### src/rtl/ir_pkg.sv
// Shared constants and types for the instruction register / decode stage.
// Opcode map, ALU operation codes, FSM encoding and instruction field widths.
package ir_pkg;

    localparam int OPC_W = 4;
    localparam int REG_W = 2;

    localparam logic [3:0] OP_NOP  = 4'h0;
    localparam logic [3:0] OP_LDI  = 4'h1;
    localparam logic [3:0] OP_ADD  = 4'h2;
    localparam logic [3:0] OP_SUB  = 4'h3;
    localparam logic [3:0] OP_AND  = 4'h4;
    localparam logic [3:0] OP_OR   = 4'h5;
    localparam logic [3:0] OP_XOR  = 4'h6;
    localparam logic [3:0] OP_ADDI = 4'h7;
    localparam logic [3:0] OP_JMP  = 4'h8;
    localparam logic [3:0] OP_HALT = 4'hF;

    localparam logic [2:0] ALU_PASS = 3'd0;
    localparam logic [2:0] ALU_ADD  = 3'd1;
    localparam logic [2:0] ALU_SUB  = 3'd2;
    localparam logic [2:0] ALU_AND  = 3'd3;
    localparam logic [2:0] ALU_OR   = 3'd4;
    localparam logic [2:0] ALU_XOR  = 3'd5;

    localparam logic [7:0] ILLEGAL_CNT_MAX = 8'd255;

    typedef enum logic [1:0] {
        ST_IDLE   = 2'd0,
        ST_LOADED = 2'd1,
        ST_VALID  = 2'd2
    } state_t;

    typedef struct packed {
        logic [2:0] alu_op;
        logic       reg_write;
        logic       use_imm;
        logic       is_jump;
        logic       illegal;
        logic       is_halt;
    } ctrl_t;

    // Bit offsets of each field, counted from the LSB of the instruction word.
    function automatic int opc_lsb(input int imm_w);
        return imm_w + 2 * REG_W;
    endfunction

    function automatic int rd_lsb(input int imm_w);
        return imm_w + REG_W;
    endfunction

    function automatic int rs_lsb(input int imm_w);
        return imm_w;
    endfunction

endpackage

### src/rtl/ir_opcode_lut.sv
// Combinational opcode to control-field lookup.
// Unmapped opcodes (9..E) raise only the illegal flag.
module ir_opcode_lut
    import ir_pkg::*;
(
    input  logic [3:0] opcode_i,
    output ctrl_t      ctrl_o
);

    // Opcode decode table; every control defaults to inactive.
    always_comb begin
        ctrl_o.alu_op    = ALU_PASS;
        ctrl_o.reg_write = 1'b0;
        ctrl_o.use_imm   = 1'b0;
        ctrl_o.is_jump   = 1'b0;
        ctrl_o.illegal   = 1'b0;
        ctrl_o.is_halt   = 1'b0;
        case (opcode_i)
            OP_NOP:  ctrl_o.alu_op = ALU_PASS;
            OP_LDI: begin
                ctrl_o.reg_write = 1'b1;
                ctrl_o.use_imm   = 1'b1;
            end
            OP_ADD: begin
                ctrl_o.alu_op    = ALU_ADD;
                ctrl_o.reg_write = 1'b1;
            end
            OP_SUB: begin
                ctrl_o.alu_op    = ALU_SUB;
                ctrl_o.reg_write = 1'b1;
            end
            OP_AND: begin
                ctrl_o.alu_op    = ALU_AND;
                ctrl_o.reg_write = 1'b1;
            end
            OP_OR: begin
                ctrl_o.alu_op    = ALU_OR;
                ctrl_o.reg_write = 1'b1;
            end
            OP_XOR: begin
                ctrl_o.alu_op    = ALU_XOR;
                ctrl_o.reg_write = 1'b1;
            end
            OP_ADDI: begin
                ctrl_o.alu_op    = ALU_ADD;
                ctrl_o.reg_write = 1'b1;
                ctrl_o.use_imm   = 1'b1;
            end
            OP_JMP:  ctrl_o.is_jump = 1'b1;
            OP_HALT: ctrl_o.is_halt = 1'b1;
            default: ctrl_o.illegal = 1'b1;
        endcase
    end

endmodule

### src/rtl/ir_decode.sv
// Instruction register and decode stage with valid/ack handoff to execute.
// Optional saturating illegal-opcode counter: define IR_DECODE_ILLEGAL_CNT_EN.
module ir_decode
    import ir_pkg::*;
#(
    parameter  int IMM_W   = 8,
    parameter  int ADDR_W  = 8,
    localparam int INSTR_W = 8 + IMM_W
) (
    input  logic               clk,
    input  logic               reset,
    input  logic [INSTR_W-1:0] rom_data,
    input  logic               ir_load,
    input  logic [ADDR_W-1:0]  pc,
    input  logic               exec_ack,
    output logic [INSTR_W-1:0] ir,
    output logic               dec_valid,
    output logic [3:0]         opcode,
    output logic [1:0]         rd,
    output logic [1:0]         rs,
    output logic [IMM_W-1:0]   imm,
    output logic [2:0]         alu_op,
    output logic               reg_write,
    output logic               use_imm,
    output logic               is_jump,
    output logic [ADDR_W-1:0]  jump_target,
    output logic [ADDR_W-1:0]  inst_pc,
    output logic               halt,
    output logic               illegal,
    output logic               overrun,
    output logic [7:0]         illegal_count
);

    localparam int OPC_LSB = opc_lsb(IMM_W);
    localparam int RD_LSB  = rd_lsb(IMM_W);
    localparam int RS_LSB  = rs_lsb(IMM_W);

    state_t             state_q, state_d;
    logic [INSTR_W-1:0] ir_q, ir_d;
    logic [ADDR_W-1:0]  inst_pc_q, inst_pc_d;
    logic               dec_valid_q, dec_valid_d;
    logic [3:0]         opcode_q, opcode_d;
    logic [1:0]         rd_q, rd_d;
    logic [1:0]         rs_q, rs_d;
    logic [IMM_W-1:0]   imm_q, imm_d;
    logic [2:0]         alu_op_q, alu_op_d;
    logic               reg_write_q, reg_write_d;
    logic               use_imm_q, use_imm_d;
    logic               is_jump_q, is_jump_d;
    logic [ADDR_W-1:0]  jump_target_q, jump_target_d;
    logic               illegal_q, illegal_d;
    logic               halt_q, halt_d;
    logic               overrun_q, overrun_d;
    logic               load_req;
    ctrl_t              lut_ctrl;
`ifdef IR_DECODE_ILLEGAL_CNT_EN
    logic [7:0]         cnt_q, cnt_d;
`endif

    ir_opcode_lut u_lut (
        .opcode_i (ir_q[OPC_LSB +: OPC_W]),
        .ctrl_o   (lut_ctrl)
    );

    // A halted core never accepts new words, so load requests collapse to 0.
    assign load_req = ir_load & ~halt_q;

    // Next-state and next-output logic for the load/decode/valid sequence.
    always_comb begin
        state_d       = state_q;
        ir_d          = ir_q;
        inst_pc_d     = inst_pc_q;
        dec_valid_d   = dec_valid_q;
        opcode_d      = opcode_q;
        rd_d          = rd_q;
        rs_d          = rs_q;
        imm_d         = imm_q;
        alu_op_d      = alu_op_q;
        reg_write_d   = reg_write_q;
        use_imm_d     = use_imm_q;
        is_jump_d     = is_jump_q;
        jump_target_d = jump_target_q;
        illegal_d     = illegal_q;
        halt_d        = halt_q;
        overrun_d     = overrun_q;
`ifdef IR_DECODE_ILLEGAL_CNT_EN
        cnt_d         = cnt_q;
`endif
        case (state_q)
            ST_IDLE: begin
                if (load_req) begin
                    ir_d      = rom_data;
                    inst_pc_d = pc;
                    state_d   = ST_LOADED;
                end else begin
                    state_d   = ST_IDLE;
                end
            end
            ST_LOADED: begin
                opcode_d      = ir_q[OPC_LSB +: OPC_W];
                rd_d          = ir_q[RD_LSB +: REG_W];
                rs_d          = ir_q[RS_LSB +: REG_W];
                imm_d         = ir_q[IMM_W-1:0];
                jump_target_d = ir_q[ADDR_W-1:0];
                alu_op_d      = lut_ctrl.alu_op;
                reg_write_d   = lut_ctrl.reg_write;
                use_imm_d     = lut_ctrl.use_imm;
                is_jump_d     = lut_ctrl.is_jump;
                illegal_d     = lut_ctrl.illegal;
                dec_valid_d   = 1'b1;
                state_d       = ST_VALID;
                if (lut_ctrl.is_halt) begin
                    halt_d = 1'b1;
                end else begin
                    halt_d = halt_q;
                end
                if (load_req) begin
                    overrun_d = 1'b1;
                end else begin
                    overrun_d = overrun_q;
                end
`ifdef IR_DECODE_ILLEGAL_CNT_EN
                if (lut_ctrl.illegal && (cnt_q != ILLEGAL_CNT_MAX)) begin
                    cnt_d = cnt_q + 8'd1;
                end else begin
                    cnt_d = cnt_q;
                end
`endif
            end
            ST_VALID: begin
                if (exec_ack) begin
                    dec_valid_d = 1'b0;
                    // Ack and load together hand over without an idle bubble.
                    if (load_req) begin
                        ir_d      = rom_data;
                        inst_pc_d = pc;
                        state_d   = ST_LOADED;
                    end else begin
                        state_d   = ST_IDLE;
                    end
                end else if (load_req) begin
                    overrun_d = 1'b1;
                end else begin
                    state_d = ST_VALID;
                end
            end
            default: begin
                state_d     = ST_IDLE;
                dec_valid_d = 1'b0;
            end
        endcase
    end

    // State and output registers with synchronous reset.
    always_ff @(posedge clk) begin
        if (reset) begin
            state_q       <= ST_IDLE;
            ir_q          <= '0;
            inst_pc_q     <= '0;
            dec_valid_q   <= 1'b0;
            opcode_q      <= 4'd0;
            rd_q          <= 2'd0;
            rs_q          <= 2'd0;
            imm_q         <= '0;
            alu_op_q      <= 3'd0;
            reg_write_q   <= 1'b0;
            use_imm_q     <= 1'b0;
            is_jump_q     <= 1'b0;
            jump_target_q <= '0;
            illegal_q     <= 1'b0;
            halt_q        <= 1'b0;
            overrun_q     <= 1'b0;
`ifdef IR_DECODE_ILLEGAL_CNT_EN
            cnt_q         <= 8'd0;
`endif
        end else begin
            state_q       <= state_d;
            ir_q          <= ir_d;
            inst_pc_q     <= inst_pc_d;
            dec_valid_q   <= dec_valid_d;
            opcode_q      <= opcode_d;
            rd_q          <= rd_d;
            rs_q          <= rs_d;
            imm_q         <= imm_d;
            alu_op_q      <= alu_op_d;
            reg_write_q   <= reg_write_d;
            use_imm_q     <= use_imm_d;
            is_jump_q     <= is_jump_d;
            jump_target_q <= jump_target_d;
            illegal_q     <= illegal_d;
            halt_q        <= halt_d;
            overrun_q     <= overrun_d;
`ifdef IR_DECODE_ILLEGAL_CNT_EN
            cnt_q         <= cnt_d;
`endif
        end
    end

    assign ir          = ir_q;
    assign inst_pc     = inst_pc_q;
    assign dec_valid   = dec_valid_q;
    assign opcode      = opcode_q;
    assign rd          = rd_q;
    assign rs          = rs_q;
    assign imm         = imm_q;
    assign alu_op      = alu_op_q;
    assign reg_write   = reg_write_q;
    assign use_imm     = use_imm_q;
    assign is_jump     = is_jump_q;
    assign jump_target = jump_target_q;
    assign illegal     = illegal_q;
    assign halt        = halt_q;
    assign overrun     = overrun_q;
`ifdef IR_DECODE_ILLEGAL_CNT_EN
    assign illegal_count = cnt_q;
`else
    assign illegal_count = 8'd0;
`endif

endmodule

### config.mk
export PLATFORM = sky130hd
export DESIGN_NAME = ir_decode
export DESIGN_NICKNAME = d
export VERILOG_FILES = /design/src/rtl/ir_pkg.sv /design/src/rtl/ir_opcode_lut.sv /design/src/rtl/ir_decode.sv
export SDC_FILE = /design/constraint.sdc
export NUM_CORES = 1
export LEC_CHECK = 0
export CAP_MARGIN = 20
export CORE_MARGIN = 2
export CORE_UTILIZATION = 47
export CTS_BUF_LIST = sky130_fd_sc_hd__clkbuf_2 sky130_fd_sc_hd__clkbuf_4 sky130_fd_sc_hd__clkbuf_8
export CTS_CLUSTER_SIZE = 10
export DETAILED_ROUTE_END_ITERATION = 6
export PLACE_DENSITY = 0.95
export SYNTH_ARGS = -nofsm -noshare
export SYNTH_HDL_FRONTEND = slang
export SYNTH_SLANG_ARGS = --single-unit
### constraint.sdc
create_clock -name clk -period 2 [get_ports clk]
set_input_delay 0.4 -clock clk [delete_from_list [all_inputs] [get_ports clk]]
set_output_delay 0.4 -clock clk [all_outputs]
set_load 0.1 [all_outputs]
==> results.md, run 1 <==
* Status: finished, final reports clean
* Max Freq at 655 MHz
* Routed WL at 5.00 mm
* Crit-path leading delay family: flip-flops
* Reg2Reg Setup Slack at 0.56 ns
* Clock Latency Late Sink at 0.30 ns
* Seq/Total Area, Yosys at 47.8%
* Post-route insts no fill at 375
* Logic gate share of total power at 28.5%
* Setup violations, final at 0
* Worst R2R Start: ir[14]
* Root Driver: clkbuf_8
* Total gr overflow at 0
* CTS buffer count at 5
* Crit path required time at 1.60 ns
* Antenna Diode Count at 0
* Crit path max-delay cell type: dfxtp_1
* Fin util at 67.7%
* Peak supply drop at 411 uV
* Post-CTS Resized at 0
* Clk pwr share at 28.9%
* Worst-path maximum fanout at 11
* Post-Syn Area at 0.00218 mm2
* Buffers on Ports at 85
* Die Footprint at 0.00520 mm2
* CTS sink cnt at 52
* Nets at 350
* # Max-Cap Violations at 0
* Layout overhead on the synthesized area at 37.1%
* Yosys warning total at 0
* Crit. End Element: primary output
* Worst Path Buf+Inv at 1
* Leading area contributor after synthesis: dfxtp_1
* Core area at 0.00441 mm2
* Area share of the largest cell type after synthesis at 47.8%
* Power Density at 893 mW/mm2
* Clk_skew at 0.00636 ns
* Switching share of power at 35.5%
* Max stage delay on crit path at 0.59 ns
* Cts hold-fix bufs at 0
* Critical path depth at 1
* Crit path DAT at 1.13 ns
* Ys async rst share at 0%
* Clock input transition at the sequential cells of the worst setup and hold paths at 0.09 ns
* Fin crit share at 76.3%
* #FFs+latches synth at 52
* Synth area leaders: dfxtp_1 (48%), nand2_1 (15%), mux2i_1 (11%), buf_4 (5.9%), a21oi_1 (5.1%)
* Share of cells above drive strength 1 at 24.5%
* Vias in the first global route at 1,726
* Critical path endpoint: ir[14]
* Distinct cells, synth at 33
* GP Congestion at 0.747
* Largest net degree at the start of global routing at 30
* CP startpoint kind: register
* Syn avg cell area at 8.72 um2
* Psw at 0.949 mW
* Final Max Tran Viols at 0
* Initial drt markers at 183
* Die W at 72.1 um
* Ys flop type: dfxtp_1
* Die height at 72.1 um
* R2r worst-path depth at 3
* Wire per inst at 13.3 um
* Crit path time final at 1.53 ns
* CP startpoint: ir[14]
* Initial antenna violation count at 0
* Post-detailed-route DRC marker count at 0
* Setup Crit Path Kind: register to primary output
* EDFF count, synth at 0
* DP Wirelength at 3.68 mm
* Placed insts at 367
* Worst path cell trace: buf_12
* Clk buf depth at 2
* Setup Buffers After CTS at 0
* Sequential share of power at 42.6%
* Vias/cell at 4.94
* Starting Density at 49.4%
* Detailed-route via count at 1,854
* CTS tree: done
* Mapped Cells at 250
* H-Tree Depth at 2
* Worst flop-to-flop path endpoint: alu_op[1]
* Int Pwr at 1.72 mW
* IO Pins at 94
* DRT Pass-1 Iters at 4
* Antenna Nets Post-Route at 0
* GRT Overall Usage at 19.9%
* Hold Crit Class: register to register
* First-pass GRT wire length at 8.18 mm
* Total negative slack at 0 ns
* Site row count at 24
* Final hold slack at 0.458 ns
* RSZ-0062 raised after global routing: false
* Final hold viol count at 0
* Pleak at 1.29 nW
## cell usage after synthesis (all sizes together), types with 2 or more instances
cell     n
nand4b   2
a21oi   24
nand2   86
clkbuf   7
nand3    2
nor2b    2
nor3     2
buf     27
mux2i   24
inv      2
nor4     2
or3b     2
nand2b   3
dfxtp   52
## state kept, by name, indices dropped and copies added, names as in the netlist
| name | cells |
|---|---|
| ir | 16 |
| jump_target | 8 |
| rs | 2 |
| use_imm | 1 |
| state_q | 2 |
| opcode | 4 |
| halt | 1 |
| inst_pc | 8 |
| illegal | 1 |
| reg_write | 1 |
| alu_op | 3 |
| rd | 2 |
| is_jump | 1 |
| overrun | 1 |
| dec_valid | 1 |
## metrics by stage
stage	area, um2	setup slack (ns)	power [mW]
global route	2990	0.415	2.76
finish	2990	0.474	2.67
CTS	2990	0.474	2.68
floorplan	2210	0.0243	1.76
detailed placement	2860	0.243	1.92
global placement	2860	0.263	1.91
## layout make-up
cell class              instances  area, um2
flip-flops and latches         52       1040
clock buffers                   7       96.3
multi-input cells             169        928
repair buffers                 92        821
well taps                      52       65.1
clock inverters                 1       30.0
fillers                       362       1430
inverters                       2       7.51
## power groups by stage
stage                     registers (mW)  clock network [mW]  logic [mW]
after CTS                           1.14               0.783       0.764
after floorplan                     1.49                   0       0.268
after detailed placement            1.16                   0       0.762
final                               1.14               0.773       0.760
after global routing                1.15               0.827       0.790
after global placement              1.16                   0       0.754
## cell families after synthesis
family,synth area share (%)
compound gates,8.32
xor+xnor,0.804
buf+inv,10.8
simple gates,21.1
flops,47.8
mux,11.0
other cells,0.172
## worst min-delay path by stage
stage	start	to	slack (ns)	depth (start not counted)
2_1_floorplan	state_q[1]	dec_valid	0.52	2
3_3_place_gp	inst_pc[3]	inst_pc[3]	0.44	2
3_5_place_dp	alu_op[0]	alu_op[0]	0.45	2
4_1_cts	alu_op[0]	alu_op[0]	0.46	2
5_1_grt	opcode[3]	opcode[3]	0.48	2
6_report	rs[1]	rs[1]	0.46	2
## routing by layer
metal	vias up	share of wire, %	GRT usage, %
met3	6	5.4	3.06
met4	0	1.5	8.18
met5	-	0	0
met1	842	42	25.4
li1	936	-	-
met2	70	52	33.6
## cells in the final DEF, fill, tap and decap left out, types with 5 or more instances in the layout
cell type	instances
buf_4	60
a21oi_1	22
mux2i_1	24
clkbuf_8	7
dfxtp_1	52
conb_1	8
clkdlybuf4s50_1	27
nand2_1	86
buf_12	5
## worst register-to-register path: cells and delay by family, from the launching register on
kind               cells  cell delay, ns
DFF                    1            0.59
AOI/OAI and AO/OA      2            0.40
and+or+nand+nor        1            0.39
(Power assumes the default switching activity.)
==> run 2, diff against run 1 <==
--- a/config.mk
+++ b/config.mk
@@ -7,11 +7,11 @@
 export LEC_CHECK = 0
 export CAP_MARGIN = 20
 export CORE_MARGIN = 2
-export CORE_UTILIZATION = 47
+export CORE_UTILIZATION = 43
 export CTS_BUF_LIST = sky130_fd_sc_hd__clkbuf_2 sky130_fd_sc_hd__clkbuf_4 sky130_fd_sc_hd__clkbuf_8
 export CTS_CLUSTER_SIZE = 10
 export DETAILED_ROUTE_END_ITERATION = 6
-export PLACE_DENSITY = 0.95
+export PLACE_DENSITY = 0.88
 export SYNTH_ARGS = -nofsm -noshare
 export SYNTH_HDL_FRONTEND = slang
 export SYNTH_SLANG_ARGS = --single-unit
==> constraint.sdc (replaced) <==
create_clock -name clk -period 1.6 [get_ports clk]
set_input_delay 0.32 -clock clk [delete_from_list [all_inputs] [get_ports clk]]
set_output_delay 0.32 -clock clk [all_outputs]
set_load 0.1 [all_outputs]
==> results.md, run 2 (synthesis results as in run 1) <==
* Reg2Reg Setup Slack at 0.24 ns (-0.32 ns)
* Largest net degree at the start of global routing at 29 (-3.3%)
* CTS tree: done
* Antenna Diode Count at 0 (unchanged)
* Status: finished, final reports clean
* DP Wirelength at 4.22 mm (+15%)
* Layout overhead on the synthesized area at 71.1%
* Crit-path leading delay family: flip-flops
* CP startpoint kind: register
* Post-detailed-route DRC marker count at 0 (unchanged)
* Nets at 354 (+1.1%)
* Die Footprint at 0.00565 mm2 (+8.8%)
* Power Density at 950 mW/mm2 (+6.4%)
* Max reg flops at 16 (unchanged)
* Power Total at 3.54 mW (+33%)
* Hold Crit Class: register to register
* Post-route insts no fill at 394 (+5.1%)
* Vias/cell at 5.03 (+1.6%)
* Crit path required time at 1.28 ns (-0.32 ns)
* # Max-Cap Violations at 0 (unchanged)
* Most common cell after layout, fill and taps aside: nand2_1
* Share of cells above drive strength 1 at 29.1% (+4.6 points)
* DRT Pass-1 Iters at 4 (unchanged)
* Max Freq at 686 MHz
* Crit path time final at 1.46 ns
* Worst-path maximum fanout at 10 (-1)
* Max stage delay on crit path at 0.59 ns (about the same)
* Fin crit share at 91.1%
* Most frequent cells in the layout: nand2_1 (86), buf_12 (59), dfxtp_1 (40)
* Pleak at 1.47 nW (+14%)
* CTS sink cnt at 52 (unchanged)
* Site row count at 25 (+4.2%)
* Initial drt markers at 121 (-34%)
* GP Congestion at 0.724 (-3.2%)
* Buffers on Ports at 85 (unchanged)
* First-pass GRT wire length at 9.21 mm (+13%)
* Final Max Tran Viols at 0 (unchanged)
* Root Driver: clkbuf_8
* Final hold viol count at 0 (unchanged)
* Routed WL at 5.67 mm (+13%)
* Post-CTS Resized at 0 (unchanged)
* Setup Buffers After CTS at 0 (unchanged)
* Worst Path Buf+Inv at 1 (unchanged)
* Wire per inst at 14.4 um (+7.9%)
* Die height at 75.2 um (+4.3%)
* Clock Latency Late Sink at 0.31 ns (about the same)
* Detailed-route via count at 1,980 (+6.8%)
* IO Pins at 94 (unchanged)
* Core area at 0.00482 mm2 (+9.1%)
* Peak supply drop at 807 uV (+96%)
* Worst path cell trace: buf_12
* Fin util at 77.4% (+9.7 points)
* Setup ws final at 0.142 ns (-0.332 ns)
* Total gr overflow at 0 (unchanged)
* Cts hold-fix bufs at 0 (unchanged)
* Clk buf depth at 2 (unchanged)
* CTS buffer count at 5 (unchanged)
* Crit. End Element: primary output
* GRT Overall Usage at 21.7% (+1.8 points)
* Crit path DAT at 1.14 ns (about the same)
* Vias in the first global route at 1,943 (+13%)
* Placed insts at 386 (+5.2%)
* Antenna Nets Post-Route at 0 (unchanged)
* Crit path max-delay cell type: dfxtp_1
* H-Tree Depth at 2 (unchanged)
* RSZ-0062 raised after global routing: false
* Clock input transition at the sequential cells of the worst setup and hold paths at 0.09 ns (about the same)
* Setup Crit Path Kind: register to primary output
* Setup violations, final at 0 (unchanged)
* Initial antenna violation count at 0 (unchanged)
* Starting Density at 45.2% (-4.1 points)
* Die W at 75.2 um (+4.3%)
* Clk_skew at 0.00554 ns (-0.000812 ns)
* Final hold slack at 0.495 ns (+0.0370 ns)
* Pre-CTS WS at -0.0826 ns (-0.326 ns)
==> run 2: cell types whose count changed in the layout (fill, tap and decap cells not counted) <==
| cell | delta |
|---|---|
| buf_12 | +54 |
| dfxtp_2 | +12 |
| dfxtp_1 | -12 |
| buf_4 | -50 |
==> run 2: per-layer routing <==
metal	share of wire, %	up-vias	GRT usage [%]
met1	39	932	26.4
met2	51	88	36.2
met3	7.1	14	6.43
met4	3.1	0	8.97
met5	0	-	0
li1	-	946	-
==> run 2: per-stage QoR <==
step | area (um2) | setup TNS [ns]
CTS | 3730 | 0
detailed placement | 3600 | -1.22
finish | 3730 | 0
floorplan | 2220 | -0.0412
global placement | 3600 | 0
global route | 3730 | 0
==> run 2: path summary, 6_finish.rpt <==
check,from,to,depth (start not counted)
setup reg to reg,state_q[1],overrun,4
hold / removal,opcode[0],opcode[0],2
setup / recovery,ir[15],ir[15],1
hold reg to reg,opcode[0],opcode[0],2
==> run 2: layout make-up <==
type / count / area, um2
Multi-Input combinational cell: 169 / 928
Clock inverter: 1 / 30.0
Sequential cell: 52 / 1060
Timing Repair Buffer: 96 / 1530
Clock buffer: 7 / 96.3
Tap cell: 67 / 83.8
Fill cell: 307 / 1090
Inverter: 2 / 7.51
==> run 2: worst register-to-register path: stages, from the launching register on <==
cell	delay (ns)
dfxtp_1	0.39
nand2b_2	0.28
buf_4	0.25
a21oi_2	0.08
a32o_1	0.26
==> run 2: where the power goes <==
part | internal (mW) | leakage, nW | switching, mW
combinational | 0.391 | 0.977 | 0.721
clock | 0.552 | 0.0645 | 0.422
sequential | 1.36 | 0.430 | 0.0986
==> run 3, diff against run 2 <==
--- a/config.mk
+++ b/config.mk
@@ -5,7 +5,7 @@
 export SDC_FILE = /design/constraint.sdc
 export NUM_CORES = 1
 export LEC_CHECK = 0
-export CAP_MARGIN = 20
+export CAP_MARGIN = 5
 export CORE_MARGIN = 2
 export CORE_UTILIZATION = 43
 export CTS_BUF_LIST = sky130_fd_sc_hd__clkbuf_2 sky130_fd_sc_hd__clkbuf_4 sky130_fd_sc_hd__clkbuf_8
==> results of run 3 <==
Final layout, timing and power as in run 2 (identical DEF).
